File: config.mk
export PLATFORM = sky130hd
export DESIGN_NAME = wb_commit_unit_flat
export DESIGN_NICKNAME = d
export VERILOG_FILES = /design/src/rtl/wb_commit_unit_if.sv /design/src/rtl/wb_commit_unit.sv /design/src/flat_wrapper.sv
export SDC_FILE = /design/constraint.sdc
export NUM_CORES = 1
export LEC_CHECK = 0
export BUFFER_PORTS_ARGS = -buffer_cell sky130_fd_sc_hd__buf_2
export CORE_MARGIN = 4
export CORE_UTILIZATION = 40
export DETAILED_ROUTE_END_ITERATION = 10
export GPL_ROUTABILITY_DRIVEN = 0
export PLACE_DENSITY = 0.7
export REMOVE_ABC_BUFFERS = 1
export SYNTH_ARGS = -nofsm -noshare
export SYNTH_HDL_FRONTEND = slang
export SYNTH_SLANG_ARGS = --single-unit
export TNS_END_PERCENT = 50
File: constraint.sdc
create_clock -name clk -period 4.39 [get_ports clk]
set_clock_uncertainty 0.2 [all_clocks]
set_input_delay 1.317 -clock clk [delete_from_list [all_inputs] [get_ports clk]]
set_output_delay 1.317 -clock clk [all_outputs]
set_load 0.005 [all_outputs]
File: src/rtl/wb_commit_unit_if.sv
// Writeback bundle: ALU/LSU result offers, decode issue, register-file write port and scoreboard.
// Latency and backpressure are set by the unit on the slave side; the interface itself is pure wiring.
interface wb_commit_unit_if #(
    parameter int ADDR_WIDTH = 5,
    parameter int DATA_WIDTH = 64,
    parameter int CNT_WIDTH  = 32
);
    logic                       alu_valid;
    logic                       alu_ready;
    logic [ADDR_WIDTH-1:0]      alu_rd;
    logic [DATA_WIDTH-1:0]      alu_data;
    logic                       lsu_valid;
    logic                       lsu_ready;
    logic [ADDR_WIDTH-1:0]      lsu_rd;
    logic [DATA_WIDTH-1:0]      lsu_data;
    logic                       issue_set;
    logic [ADDR_WIDTH-1:0]      issue_rd;
    logic                       wen;
    logic [ADDR_WIDTH-1:0]      waddr;
    logic [DATA_WIDTH-1:0]      wdata;
    logic [2**ADDR_WIDTH-1:0]   pend;
    logic                       retire;
    logic [CNT_WIDTH-1:0]       retire_cnt;

    modport master (
        output alu_valid, alu_rd, alu_data,
        output lsu_valid, lsu_rd, lsu_data,
        output issue_set, issue_rd,
        input  alu_ready, lsu_ready,
        input  wen, waddr, wdata, pend, retire, retire_cnt
    );

    modport slave (
        input  alu_valid, alu_rd, alu_data,
        input  lsu_valid, lsu_rd, lsu_data,
        input  issue_set, issue_rd,
        output alu_ready, lsu_ready,
        output wen, waddr, wdata, pend, retire, retire_cnt
    );
endinterface

File: src/rtl/wb_commit_unit.sv
// Writeback commit: arbitrates ALU/LSU results, writes the register file 1 cycle after acceptance.
// Never back-pressures for capacity; only the loser of LSU-priority arbitration (with ALU anti-starvation) sees ready low.
module wb_commit_unit #(
    parameter int ADDR_WIDTH   = 5,
    parameter int DATA_WIDTH   = 64,
    parameter int STARVE_LIMIT = 4,
    parameter int CNT_WIDTH    = 32
) (
    input  logic            clk,
    input  logic            rst_n,
    wb_commit_unit_if.slave bus
);
    localparam int NREG = 2**ADDR_WIDTH;
    localparam int SW   = $clog2(STARVE_LIMIT + 1);

    logic [SW-1:0]          starve_cnt;
    logic                   starve_hit;
    logic                   alu_hs;
    logic                   lsu_hs;
    logic                   acc;
    logic [ADDR_WIDTH-1:0]  sel_rd;
    logic [DATA_WIDTH-1:0]  sel_data;

    logic                   wen_q;
    logic [ADDR_WIDTH-1:0]  waddr_q;
    logic [DATA_WIDTH-1:0]  wdata_q;
    logic                   retire_q;
    logic [CNT_WIDTH-1:0]   retire_cnt_q;
    logic [NREG-1:0]        pend_q;
    logic [NREG-1:0]        pend_nxt;

    assign starve_hit    = (starve_cnt >= SW'(STARVE_LIMIT));
    assign bus.lsu_ready = rst_n && !(bus.alu_valid && starve_hit);
    assign bus.alu_ready = rst_n && (!bus.lsu_valid || starve_hit);

    assign alu_hs   = bus.alu_valid && bus.alu_ready;
    assign lsu_hs   = bus.lsu_valid && bus.lsu_ready;
    assign acc      = alu_hs || lsu_hs;
    assign sel_rd   = alu_hs ? bus.alu_rd   : bus.lsu_rd;
    assign sel_data = alu_hs ? bus.alu_data : bus.lsu_data;

    always_ff @(posedge clk or negedge rst_n) begin
        if (!rst_n) begin
            starve_cnt <= '0;
        end else if (!bus.alu_valid || alu_hs) begin
            starve_cnt <= '0;
        end else if (!starve_hit) begin
            starve_cnt <= starve_cnt + SW'(1);
        end
    end

    // Single commit register; x0 results retire but never assert the write enable.
    always_ff @(posedge clk or negedge rst_n) begin
        if (!rst_n) begin
            wen_q        <= 1'b0;
            waddr_q      <= '0;
            wdata_q      <= '0;
            retire_q     <= 1'b0;
            retire_cnt_q <= '0;
        end else begin
            wen_q        <= acc && (sel_rd != '0);
            retire_q     <= acc;
            retire_cnt_q <= retire_cnt_q + CNT_WIDTH'(retire_q);
            if (acc) begin
                waddr_q <= sel_rd;
                wdata_q <= sel_data;
            end
        end
    end

    // Set is applied after clear so a fresh issue to the same register stays pending.
    always_comb begin
        pend_nxt = pend_q;
        if (wen_q) begin
            pend_nxt[waddr_q] = 1'b0;
        end
        if (bus.issue_set && (bus.issue_rd != '0)) begin
            pend_nxt[bus.issue_rd] = 1'b1;
        end
        pend_nxt[0] = 1'b0;
    end

    always_ff @(posedge clk or negedge rst_n) begin
        if (!rst_n) begin
            pend_q <= '0;
        end else begin
            pend_q <= pend_nxt;
        end
    end

    assign bus.wen        = wen_q;
    assign bus.waddr      = waddr_q;
    assign bus.wdata      = wdata_q;
    assign bus.retire     = retire_q;
    assign bus.retire_cnt = retire_cnt_q;
    assign bus.pend       = pend_q;
endmodule

File: src/flat_wrapper.sv
// flat-port wrapper written by rule: the top's interface ports become plain ports
module wb_commit_unit_flat 
#(
    parameter int ADDR_WIDTH   = 5,
    parameter int DATA_WIDTH   = 64,
    parameter int STARVE_LIMIT = 4,
    parameter int CNT_WIDTH    = 32
)
  (clk, rst_n, bus_alu_valid, bus_alu_rd, bus_alu_data, bus_lsu_valid, bus_lsu_rd, bus_lsu_data, bus_issue_set, bus_issue_rd, bus_alu_ready, bus_lsu_ready, bus_wen, bus_waddr, bus_wdata, bus_pend, bus_retire, bus_retire_cnt);
  wb_commit_unit_if #(.ADDR_WIDTH(ADDR_WIDTH), .DATA_WIDTH(DATA_WIDTH), .CNT_WIDTH(CNT_WIDTH)) bus_i ();
  input  logic clk;
  input  logic rst_n;
  input wire logic [$bits(bus_i.alu_valid)-1:0] bus_alu_valid;
  input wire logic [$bits(bus_i.alu_rd)-1:0] bus_alu_rd;
  input wire logic [$bits(bus_i.alu_data)-1:0] bus_alu_data;
  input wire logic [$bits(bus_i.lsu_valid)-1:0] bus_lsu_valid;
  input wire logic [$bits(bus_i.lsu_rd)-1:0] bus_lsu_rd;
  input wire logic [$bits(bus_i.lsu_data)-1:0] bus_lsu_data;
  input wire logic [$bits(bus_i.issue_set)-1:0] bus_issue_set;
  input wire logic [$bits(bus_i.issue_rd)-1:0] bus_issue_rd;
  output wire logic [$bits(bus_i.alu_ready)-1:0] bus_alu_ready;
  output wire logic [$bits(bus_i.lsu_ready)-1:0] bus_lsu_ready;
  output wire logic [$bits(bus_i.wen)-1:0] bus_wen;
  output wire logic [$bits(bus_i.waddr)-1:0] bus_waddr;
  output wire logic [$bits(bus_i.wdata)-1:0] bus_wdata;
  output wire logic [$bits(bus_i.pend)-1:0] bus_pend;
  output wire logic [$bits(bus_i.retire)-1:0] bus_retire;
  output wire logic [$bits(bus_i.retire_cnt)-1:0] bus_retire_cnt;
  assign bus_i.alu_valid = bus_alu_valid;
  assign bus_i.alu_rd = bus_alu_rd;
  assign bus_i.alu_data = bus_alu_data;
  assign bus_i.lsu_valid = bus_lsu_valid;
  assign bus_i.lsu_rd = bus_lsu_rd;
  assign bus_i.lsu_data = bus_lsu_data;
  assign bus_i.issue_set = bus_issue_set;
  assign bus_i.issue_rd = bus_issue_rd;
  assign bus_alu_ready = bus_i.alu_ready;
  assign bus_lsu_ready = bus_i.lsu_ready;
  assign bus_wen = bus_i.wen;
  assign bus_waddr = bus_i.waddr;
  assign bus_wdata = bus_i.wdata;
  assign bus_pend = bus_i.pend;
  assign bus_retire = bus_i.retire;
  assign bus_retire_cnt = bus_i.retire_cnt;
  wb_commit_unit #(.ADDR_WIDTH(ADDR_WIDTH), .DATA_WIDTH(DATA_WIDTH), .STARVE_LIMIT(STARVE_LIMIT), .CNT_WIDTH(CNT_WIDTH)) u_core (.clk(clk), .rst_n(rst_n), .bus(bus_i));
endmodule
==> results.sh, run 1 <==
export IMPL_leakagePower_nw=4.48
export IMPL_yosysMostFrequentCell="dfrtp_1"
export IMPL_fmax_mhz=300
export IMPL_start_kind="primary input"
export IMPL_p_per_area_nw_per_um2=450
export IMPL_syn_inst=579
export IMPL_clkSlewWorstSetupHoldPaths_ps=60
export IMPL_clock_root_buffer="clkbuf_16"
export IMPL_antenna_cells=0
export IMPL_post_place_ws_ps=1060
export IMPL_crit_type="primary input to output pin"
export IMPL_drive_above_1_share=0.389
export IMPL_met1Wirelength_um=6560
export IMPL_routed_via_density=4.99
export IMPL_grt_max_degree=121
export IMPL_crit_arrival_ps=1820
export IMPL_yosys_warnings=0
export IMPL_tightest_slew_ps=897
export IMPL_fin_crit_sh=0.760
export IMPL_cpPeakStageDelay_ps=160
export IMPL_setup_slack_ps=1060
export IMPL_dp_hpwl_um=12400
export IMPL_fin_util=0.553
export IMPL_netlist_top_cells_count="137 x dfrtp_1, 132 x o21ai_0, 81 x nand2_1"
export IMPL_io_pins=285
export IMPL_numClockSinks=137
export IMPL_fp_dieArea_um2=17600
export IMPL_fin_tns_setup_ps=0
export IMPL_clock_latency_ps=410
export IMPL_r2r_slack_ps=2310
export IMPL_hold_viol_final=0
export IMPL_yosysSeqAreaShare=0.552
export IMPL_wl_met2_um=8600
export IMPL_final_nets=1007
export IMPL_synthesis_area_um2=6210
export IMPL_synth_largest_area_cell="dfrtp_1"
export IMPL_hold_slack_ps=258
export IMPL_rows=45
export IMPL_period_needed_ps=3330
export IMPL_detailroute_via_count=5261
export IMPL_worstHoldPathType="register to register"
export IMPL_maxCapViolCount=0
export IMPL_grt_util_all_layers=0.189
export IMPL_core_area_um2=15200
export IMPL_top_layer="met5"
export IMPL_routedWlPerCell_um=15.7
export IMPL_crit_chain="buf_6 > inv_1 > a21oi_1 > buf_2"
export IMPL_crit_required_ps=2870
export IMPL_hold_buffers=0
export IMPL_max_slew_margin=0.402
export IMPL_setup_viol=0
export IMPL_slowest_stage="a21oi_1"
export IMPL_drcViolationCount=0
export IMPL_synth_top_cell_area_share=0.552
export IMPL_synth_edf_count=0
export IMPL_die_y_um=133
export IMPL_antenna_found_initial=1
export IMPL_area_growth_syn_to_layout_pct=35.2
export IMPL_numPortBuffers=283
export IMPL_cts_setup_buffers=0
export IMPL_grt_pass1_vias=5271
export IMPL_drv_slew=0
export IMPL_initial_core_util=0.409
export IMPL_cts_htree_levels=4
export IMPL_irDropWorstVdd_mv=0.250
export IMPL_worstPathBufferInverterCount=3
export IMPL_cts_buffers=17
export IMPL_wl_met3_um=1050
export IMPL_async_flop_share=1.00
export IMPL_grt_pass1_wl_um=26700
export IMPL_cts_path_max_buffers=2
export IMPL_ys_ff_latch=137
export IMPL_ys_types=39
export IMPL_ant_nets=0
export IMPL_rsz0062_at_grt="no"
export IMPL_status="complete, no violations"
export IMPL_cp_end_kind="output pin"
export IMPL_synth_area_leaders="dfrtp_1 55%, mux2i_1 11%, o21ai_0 11%"
export IMPL_path_max_fanout=8
export IMPL_grt_remaining_overflow=0
export IMPL_critPathTopFamily="buffers and inverters"
export IMPL_drt_first_iter_violations=203
export IMPL_die_w_um=133
export IMPL_dr_pass1_iters=4
export IMPL_wirelength_um=16600
export IMPL_n_fill_cell=1400
export IMPL_syn_avg_cell_area_um2=10.7
export IMPL_cts_resized=0
export IMPL_cts_tree="yes"
export IMPL_ys_flop_type="dfrtp_1"
-- layout by cell type, fill, tap and decap left out, types with 2 or more instances in the layout --
cell / n
clkinv_2: 2
or3b_2: 5
dfrtp_1: 137
clkbuf_8: 2
buf_2: 282
nor2b_1: 2
inv_1: 9
xor2_1: 15
buf_4: 2
nand3_1: 14
xnor2_1: 15
clkbuf_16: 17
and3_1: 3
nor4_2: 9
or3_1: 2
o21ai_0: 132
mux2i_1: 69
nand3b_1: 10
clkinvlp_4: 2
a21oi_1: 4
clkinv_4: 2
nand2_1: 81
nand4_1: 5
nor3_1: 6
and4_1: 2
bufinv_16: 4
and2_1: 5
ha_1: 4
nor2_1: 7
buf_12: 2
-- worst paths after layout --
| path | to | start | depth (start not counted) |
|---|---|---|---|
| worst max-delay path | bus_alu_ready | rst_n | 4 |
| worst min-delay path | u_core.bus.retire_cnt[31] | u_core.bus.retire_cnt[31] | 1 |
| worst max register to register | u_core.bus.retire_cnt[26] | u_core.bus.retire_cnt[0] | 6 |
| worst min register to register | u_core.bus.retire_cnt[31] | u_core.bus.retire_cnt[31] | 1 |
| max in group asynchronous | u_core.bus.retire_cnt[18] | rst_n | 3 |
| min in group asynchronous | u_core.bus.wdata[45] | rst_n | 1 |
-- cell families (layout without fill, tap and decap cells) --
logic type / count (synthesis) / after routing / synth area share
AO/OA/AOI/OAI: 140 / 140 / 0.114
AND/OR/NAND/NOR: 159 / 159 / 0.140
XOR/XNOR: 30 / 30 / 0.0423
multiplexers: 69 / 69 / 0.111
flip-flops: 137 / 137 / 0.552
buffers and inverters: 39 / 326 / 0.0314
other: 1 / 1 / 0.000604
adder cells (fa/ha/maj): 4 / 4 / 0.00806
-- cell type report --
class	count	area [um^2]	area share
Clock buffer	19	453	0.0539
Clock inverter	11	171	0.0204
Inverter	9	33.8	0.00402
Multi-Input combinational cell	403	2600	0.310
Sequential cell	137	3430	0.408
Tap cell	188	235	0.0280
Timing Repair Buffer	287	1480	0.176
-- metrics by stage --
stage               instance area [um^2]  cells  power (mW)
global route                        8400   1054        3.98
global placement                    7770   1024        2.30
floorplan                           6050    549        1.90
detailed placement                  7770   1024        2.32
finish                              8400   1054        3.78
CTS                                 8400   1054        3.82
-- per-layer routing --
metal	track usage	up-vias
li1	-	2582
met1	0.231	2461
met2	0.324	187
met3	0.0433	29
met4	0.0785	2
met5	0	-
-- state kept, by name, summed over array words and instances (netlist names) --
signal,cells
u_core.bus.pend,31
u_core.starve_cnt,3
u_core.bus.retire,1
u_core.bus.waddr,5
u_core.bus.wen,1
u_core.bus.wdata,64
u_core.bus.retire_cnt,32
-- power by group --
group	leakage (nW)	internal, mW	switching [mW]
Combinational	2.51	0.315	0.340
Clock	0.301	0.975	0.523
Sequential	1.67	1.48	0.147
No activity file was read; power rests on OpenSTA's default activity.
==> run 2: changes to the inputs <==
Settings changed: ABC_AREA from default to 1, PLACE_DENSITY 0.7 to 0.69.
Clock period 4.39 ns to 3.3 ns, I/O delays scaled along.
==> results.sh, run 2 <==
export IMPL_clkSlewWorstSetupHoldPaths_ps=60
export IMPL_sw_frac_of_total=0.280
export IMPL_hold_slack_ps=287
export IMPL_synth_top_cell_area_share=0.531
export IMPL_worstPathBufferInverterCount=2
export IMPL_clock_latency_ps=420
export IMPL_grt_remaining_overflow=0
export IMPL_async_flop_share=1.00
export IMPL_r2r_start="u_core.bus.retire"
export IMPL_cpPeakStageDelay_ps=290
export IMPL_whs_path_depth=2
export IMPL_stdcell_area_um2=8670
export IMPL_start_kind="primary input"
export IMPL_p_total_mw=5.19
export IMPL_cts_tree="yes"
export IMPL_io_pins=285
export IMPL_drcViolationCount=0
export IMPL_path_common_cell="buf_2"
export IMPL_initial_core_util=0.408
export IMPL_leakagePower_nw=4.07
export IMPL_drive_above_1_share=0.319
export IMPL_tightest_slew_ps=869
export IMPL_die_y_um=135
export IMPL_die_w_um=135
export IMPL_max_slew_margin=0.421
export IMPL_grt_pass1_vias=6368
export IMPL_p_switching_mw=1.45
export IMPL_final_common_cell="buf_2"
export IMPL_maxCapViolCount=0
export IMPL_grt_pass1_wl_um=32800
export IMPL_grt_util_all_layers=0.228
export IMPL_status="complete, no violations"
export IMPL_clock_power_share=0.397
export IMPL_rr_endpoint="u_core.bus.retire_cnt[30]"
export IMPL_rows=46
export IMPL_detailroute_via_count=6583
export IMPL_routed_via_density=5.17
export IMPL_placed_area_um2=8030
export IMPL_cts_buffers=17
export IMPL_drt_first_iter_violations=373
export IMPL_dr_pass1_iters=5
export IMPL_rsz0062_at_grt="no"
export IMPL_ant_nets=0
export IMPL_hold_buffers=0
export IMPL_drv_slew=0
export IMPL_cp_end_kind="output pin"
export IMPL_crit_required_ps=2110
export IMPL_netlist_top_cells_count="137 x dfrtp_1, 128 x a21oi_1, 103 x nor2_1"
export IMPL_yosys_warnings=0
export IMPL_reg2reg_depth=9
export IMPL_syn_inst=773
export IMPL_final_nets=1197
export IMPL_numPortBuffers=283
export IMPL_crit_type="primary input to output pin"
export IMPL_cts_setup_buffers=0
export IMPL_worstHoldPathType="register to register"
export IMPL_crit_chain="buf_2 > a21boi_0 > buf_2"
export IMPL_synth_edf_count=0
export IMPL_fmax_mhz=362
export IMPL_path_max_fanout=14
export IMPL_critPathTopFamily="buffers and inverters"
export IMPL_wirelength_um=21000
export IMPL_antenna_found_initial=3
export IMPL_routedWlPerCell_um=16.5
export IMPL_core_area_um2=15800
export IMPL_ys_types=25
export IMPL_synth_area_leaders="dfrtp_1 53%, a21oi_1 9.9%, nand3_1 7.7%"
export IMPL_power_share_sequential=0.420
export IMPL_hold_viol_final=0
export IMPL_final_cell_mix="282 x buf_2, 137 x dfrtp_1, 128 x a21oi_1"
export IMPL_ys_flop_type="dfrtp_1"
export IMPL_setup_slack_ps=540
export IMPL_min_delay_start="u_core.bus.retire_cnt[31]"
export IMPL_clock_root_buffer="clkbuf_16"
export IMPL_grt_max_degree=76
export IMPL_crit_start="bus_alu_valid"
export IMPL_cts_path_max_buffers=2
export IMPL_period_needed_ps=2760
export IMPL_fin_crit_sh=0.836
export IMPL_antenna_cells=0
export IMPL_cts_htree_levels=4
export IMPL_largest_reg_flops=64
export IMPL_irDropWorstVdd_mv=0.338
export IMPL_dp_hpwl_um=15100
export IMPL_fin_util=0.548
export IMPL_cts_resized=0
export IMPL_post_place_ws_ps=527
export IMPL_r2r_slack_ps=1290
export IMPL_yosysMostFrequentCell="dfrtp_1"
export IMPL_holdPathEnd="u_core.bus.retire_cnt[31]"
export IMPL_p_per_area_nw_per_um2=599
export IMPL_numClockSinks=137
export IMPL_syn_avg_cell_area_um2=8.36
export IMPL_slowest_stage="buf_2"
export IMPL_crit_arrival_ps=1570
export IMPL_power_frac_comb=0.183
export IMPL_internal_power_mw=3.74
export IMPL_fp_dieArea_um2=18300
export IMPL_ys_ff_latch=137
export IMPL_synthesis_area_um2=6460
export IMPL_area_growth_syn_to_layout_pct=34.2
export IMPL_setup_viol=0
export IMPL_yosysSeqAreaShare=0.531
export IMPL_synth_largest_area_cell="dfrtp_1"
[run 2: final cells by class]
cell class / instances / area, um^2
tap: 216 / 270
timing repair buffer: 291 / 1500
fill: 1510 / 7160
inverter: 45 / 169
clock buffer: 22 / 474
clock inverter: 10 / 165
sequential: 137 / 3430
multi-input combinational: 553 / 2670
[run 2: worst reg2reg max path, delay by kind of cell, from the launching register on]
family	cells	cell delay, ps
simple gates	6	720
flops	1	360
buf+inv	1	110
fa+ha+maj	2	510
[run 2: logic make-up (layout without fill, tap and decap cells)]
| group | Yosys count | in the layout | share of synthesized area |
|---|---|---|---|
| xor+xnor | 19 | 19 | 0.0258 |
| compound gates | 199 | 199 | 0.156 |
| fa+ha+maj | 4 | 4 | 0.00775 |
| simple gates | 330 | 330 | 0.221 |
| flops | 137 | 137 | 0.531 |
| other cells | 1 | 1 | 0.000580 |
| buf+inv | 83 | 368 | 0.0579 |
[run 2: worst max-delay path by stage]
stage	slack, ps	cells after the start	to
floorplan	-600	4	u_core.bus.wdata[0]
global placement	540	3	bus_lsu_ready
detailed placement	530	3	bus_lsu_ready
CTS	530	3	bus_lsu_ready
global route	480	3	bus_lsu_ready
finish	540	3	bus_lsu_ready
[run 2: layer usage]
metal | up-vias | track usage | part of all wire
li1 | 3156 | - | -
met1 | 3097 | 0.279 | 0.40
met2 | 283 | 0.373 | 0.48
met3 | 41 | 0.0782 | 0.092
met4 | 6 | 0.0873 | 0.026
met5 | - | 0 | 0.0013
[run 2: per-stage QoR]
stage	cells	setup TNS (ps)
final	1274	0
after CTS	1274	0
after floorplan	735	-39070
after global routing	1274	0
after global placement	1242	0
after detailed placement	1242	0
[run 2: power groups by stage]
stage                     logic, mW  clock network (mW)  registers [mW]
after floorplan               0.351                   0            2.21
after global placement        0.940                   0            2.20
after detailed placement      0.961                   0            2.20
after CTS                     0.965                2.09            2.18
after global routing           1.07                2.17            2.22
final                         0.949                2.06            2.18
==> run 3: changes to the inputs <==
Settings changed: PLACE_DENSITY 0.69 to 0.72.
Clock period 3.3 ns to 2.4 ns, I/O delays scaled along.
==> results.sh, run 3 (synthesized netlist as in run 2, its figures left out) <==
export IMPL_grt_util_all_layers=0.228
export IMPL_hold_slack_ps=105
export IMPL_period_needed_ps=2220
export IMPL_crit_arrival_ps=1300
export IMPL_detailroute_via_count=6534
export IMPL_dp_cells=1244
export IMPL_r2r_slack_ps=400
export IMPL_numClockSinks=137
export IMPL_final_instance_count_excl_fill=1278
export IMPL_fmax_mhz=450
export IMPL_wirelength_um=20800
export IMPL_tightest_slew_ps=665
export IMPL_io_pins=285
export IMPL_rr_endpoint="u_core.bus.retire_cnt[30]"
export IMPL_fin_util=0.549
export IMPL_status="complete, no violations"
export IMPL_drt_first_iter_violations=434
export IMPL_setup_viol=0
export IMPL_cp_end_kind="output pin"
export IMPL_antenna_found_initial=3
export IMPL_drv_slew=0
export IMPL_p_total_mw=6.91
export IMPL_cts_htree_levels=4
export IMPL_slowest_stage="dfrtp_1"
export IMPL_rsz0062_at_grt="no"
export IMPL_crit_type="register to output pin"
export IMPL_ant_nets=0
export IMPL_die_w_um=135
export IMPL_grt_pass1_wl_um=33200
export IMPL_cts_buffers=17
export IMPL_routedWlPerCell_um=16.3
export IMPL_crit_chain="inv_2 > nand2_2 > nand2_1 > inv_2 > buf_2"
export IMPL_crit_required_ps=1480
export IMPL_fin_tns_setup_ps=0
export IMPL_cpPeakStageDelay_ps=400
export IMPL_cts_tree="yes"
export IMPL_drive_above_1_share=0.321
export IMPL_clkSlewWorstSetupHoldPaths_ps=70
export IMPL_fin_crit_sh=0.925
export IMPL_clock_latency_ps=420
export IMPL_final_common_cell="buf_2"
export IMPL_drcViolationCount=0
export IMPL_grt_max_degree=122
export IMPL_reg2reg_depth=9
export IMPL_cts_resized=0
export IMPL_clock_root_buffer="clkbuf_16"
export IMPL_irDropWorstVdd_mv=0.431
export IMPL_core_area_um2=15800
export IMPL_dr_pass1_iters=5
export IMPL_initial_core_util=0.408
export IMPL_grt_remaining_overflow=0
export IMPL_cts_setup_buffers=0
export IMPL_final_nets=1200
export IMPL_r2r_start="u_core.bus.retire"
export IMPL_path_max_fanout=5
export IMPL_rows=46
export IMPL_grt_pass1_vias=6429
export IMPL_start_kind="register"
export IMPL_area_growth_syn_to_layout_pct=34.4
export IMPL_leakagePower_nw=4.09
export IMPL_largest_reg_flops=64
export IMPL_worstPathBufferInverterCount=3
export IMPL_hold_viol_final=0
export IMPL_dp_hpwl_um=15100
export IMPL_fp_dieArea_um2=18300
export IMPL_path_common_cell="inv_2"
export IMPL_crit_start="u_core.starve_cnt[2]"
export IMPL_final_cell_mix="282 x buf_2, 137 x dfrtp_1, 128 x a21oi_1"
export IMPL_max_slew_margin=0.557
export IMPL_p_per_area_nw_per_um2=796
export IMPL_worstHoldPathType="primary input to async pin"
export IMPL_routed_via_density=5.11
export IMPL_critPathTopFamily="flip-flops"
export IMPL_cts_path_max_buffers=2
export IMPL_maxCapViolCount=0
export IMPL_numPortBuffers=283
export IMPL_die_y_um=135
[run 3: changes by cell type in the layout (fill, tap and decap cells not counted)]
cell           previous run  this run
buf_12                    1         5
buf_4                     7         5
bufinv_16                 4         1
clkbuf_1                  2         0
clkbuf_8                  3         0
clkinv_2                  1         2
clkinvlp_4                3         1
diode_2                   0         1
dlygate4sd3_1             0         1
inv_6                     1         6
inv_8                     0         4
[run 3: per-layer routing]
layer | vias to the layer above | part of all wire | global-route usage
met5 | - | 0.0012 | 0
met4 | 4 | 0.019 | 0.0711
met3 | 40 | 0.088 | 0.0764
li1 | 3165 | - | -
met2 | 275 | 0.50 | 0.372
met1 | 3050 | 0.40 | 0.287
[run 3: power by group]
group,total (mW),switching [mW],internal [mW],leakage [nW]
logic,1.32,0.711,0.604,2.20
clock network,2.61,1.14,1.47,0.287
registers,2.99,0.270,2.72,1.60
total,6.91,2.12,4.80,4.09
[run 3: worst max-delay path by stage]
stage                          endpoint  cells after the start
finish                    bus_alu_ready                      5
global route              bus_alu_ready                      5
CTS                       bus_alu_ready                      5
detailed placement        bus_alu_ready                      5
global placement          bus_alu_ready                      5
floorplan           u_core.bus.wdata[0]                      4
[run 3: area by class of cell]
cell class / count / area (um^2)
timing repair buffer: 294 / 1570
tap: 216 / 270
multi-input combinational: 553 / 2670
clock buffer: 17 / 425
clock inverter: 15 / 154
antenna: 1 / 2.50
fill: 1445 / 7140
sequential: 137 / 3430
inverter: 45 / 169
[run 3: metrics by stage]
step	setup WS, ps	cell area (um^2)
after floorplan	-1230	6260
after global placement	226	8090
after CTS	161	8680
final	180	8690
after detailed placement	224	8090
after global routing	96.3	8680
[run 3: timing repair]
action,CTS,global route
hold endpoints to repair,1,0
hold buffers,1,0
endpoints found under the setup margin,0,0
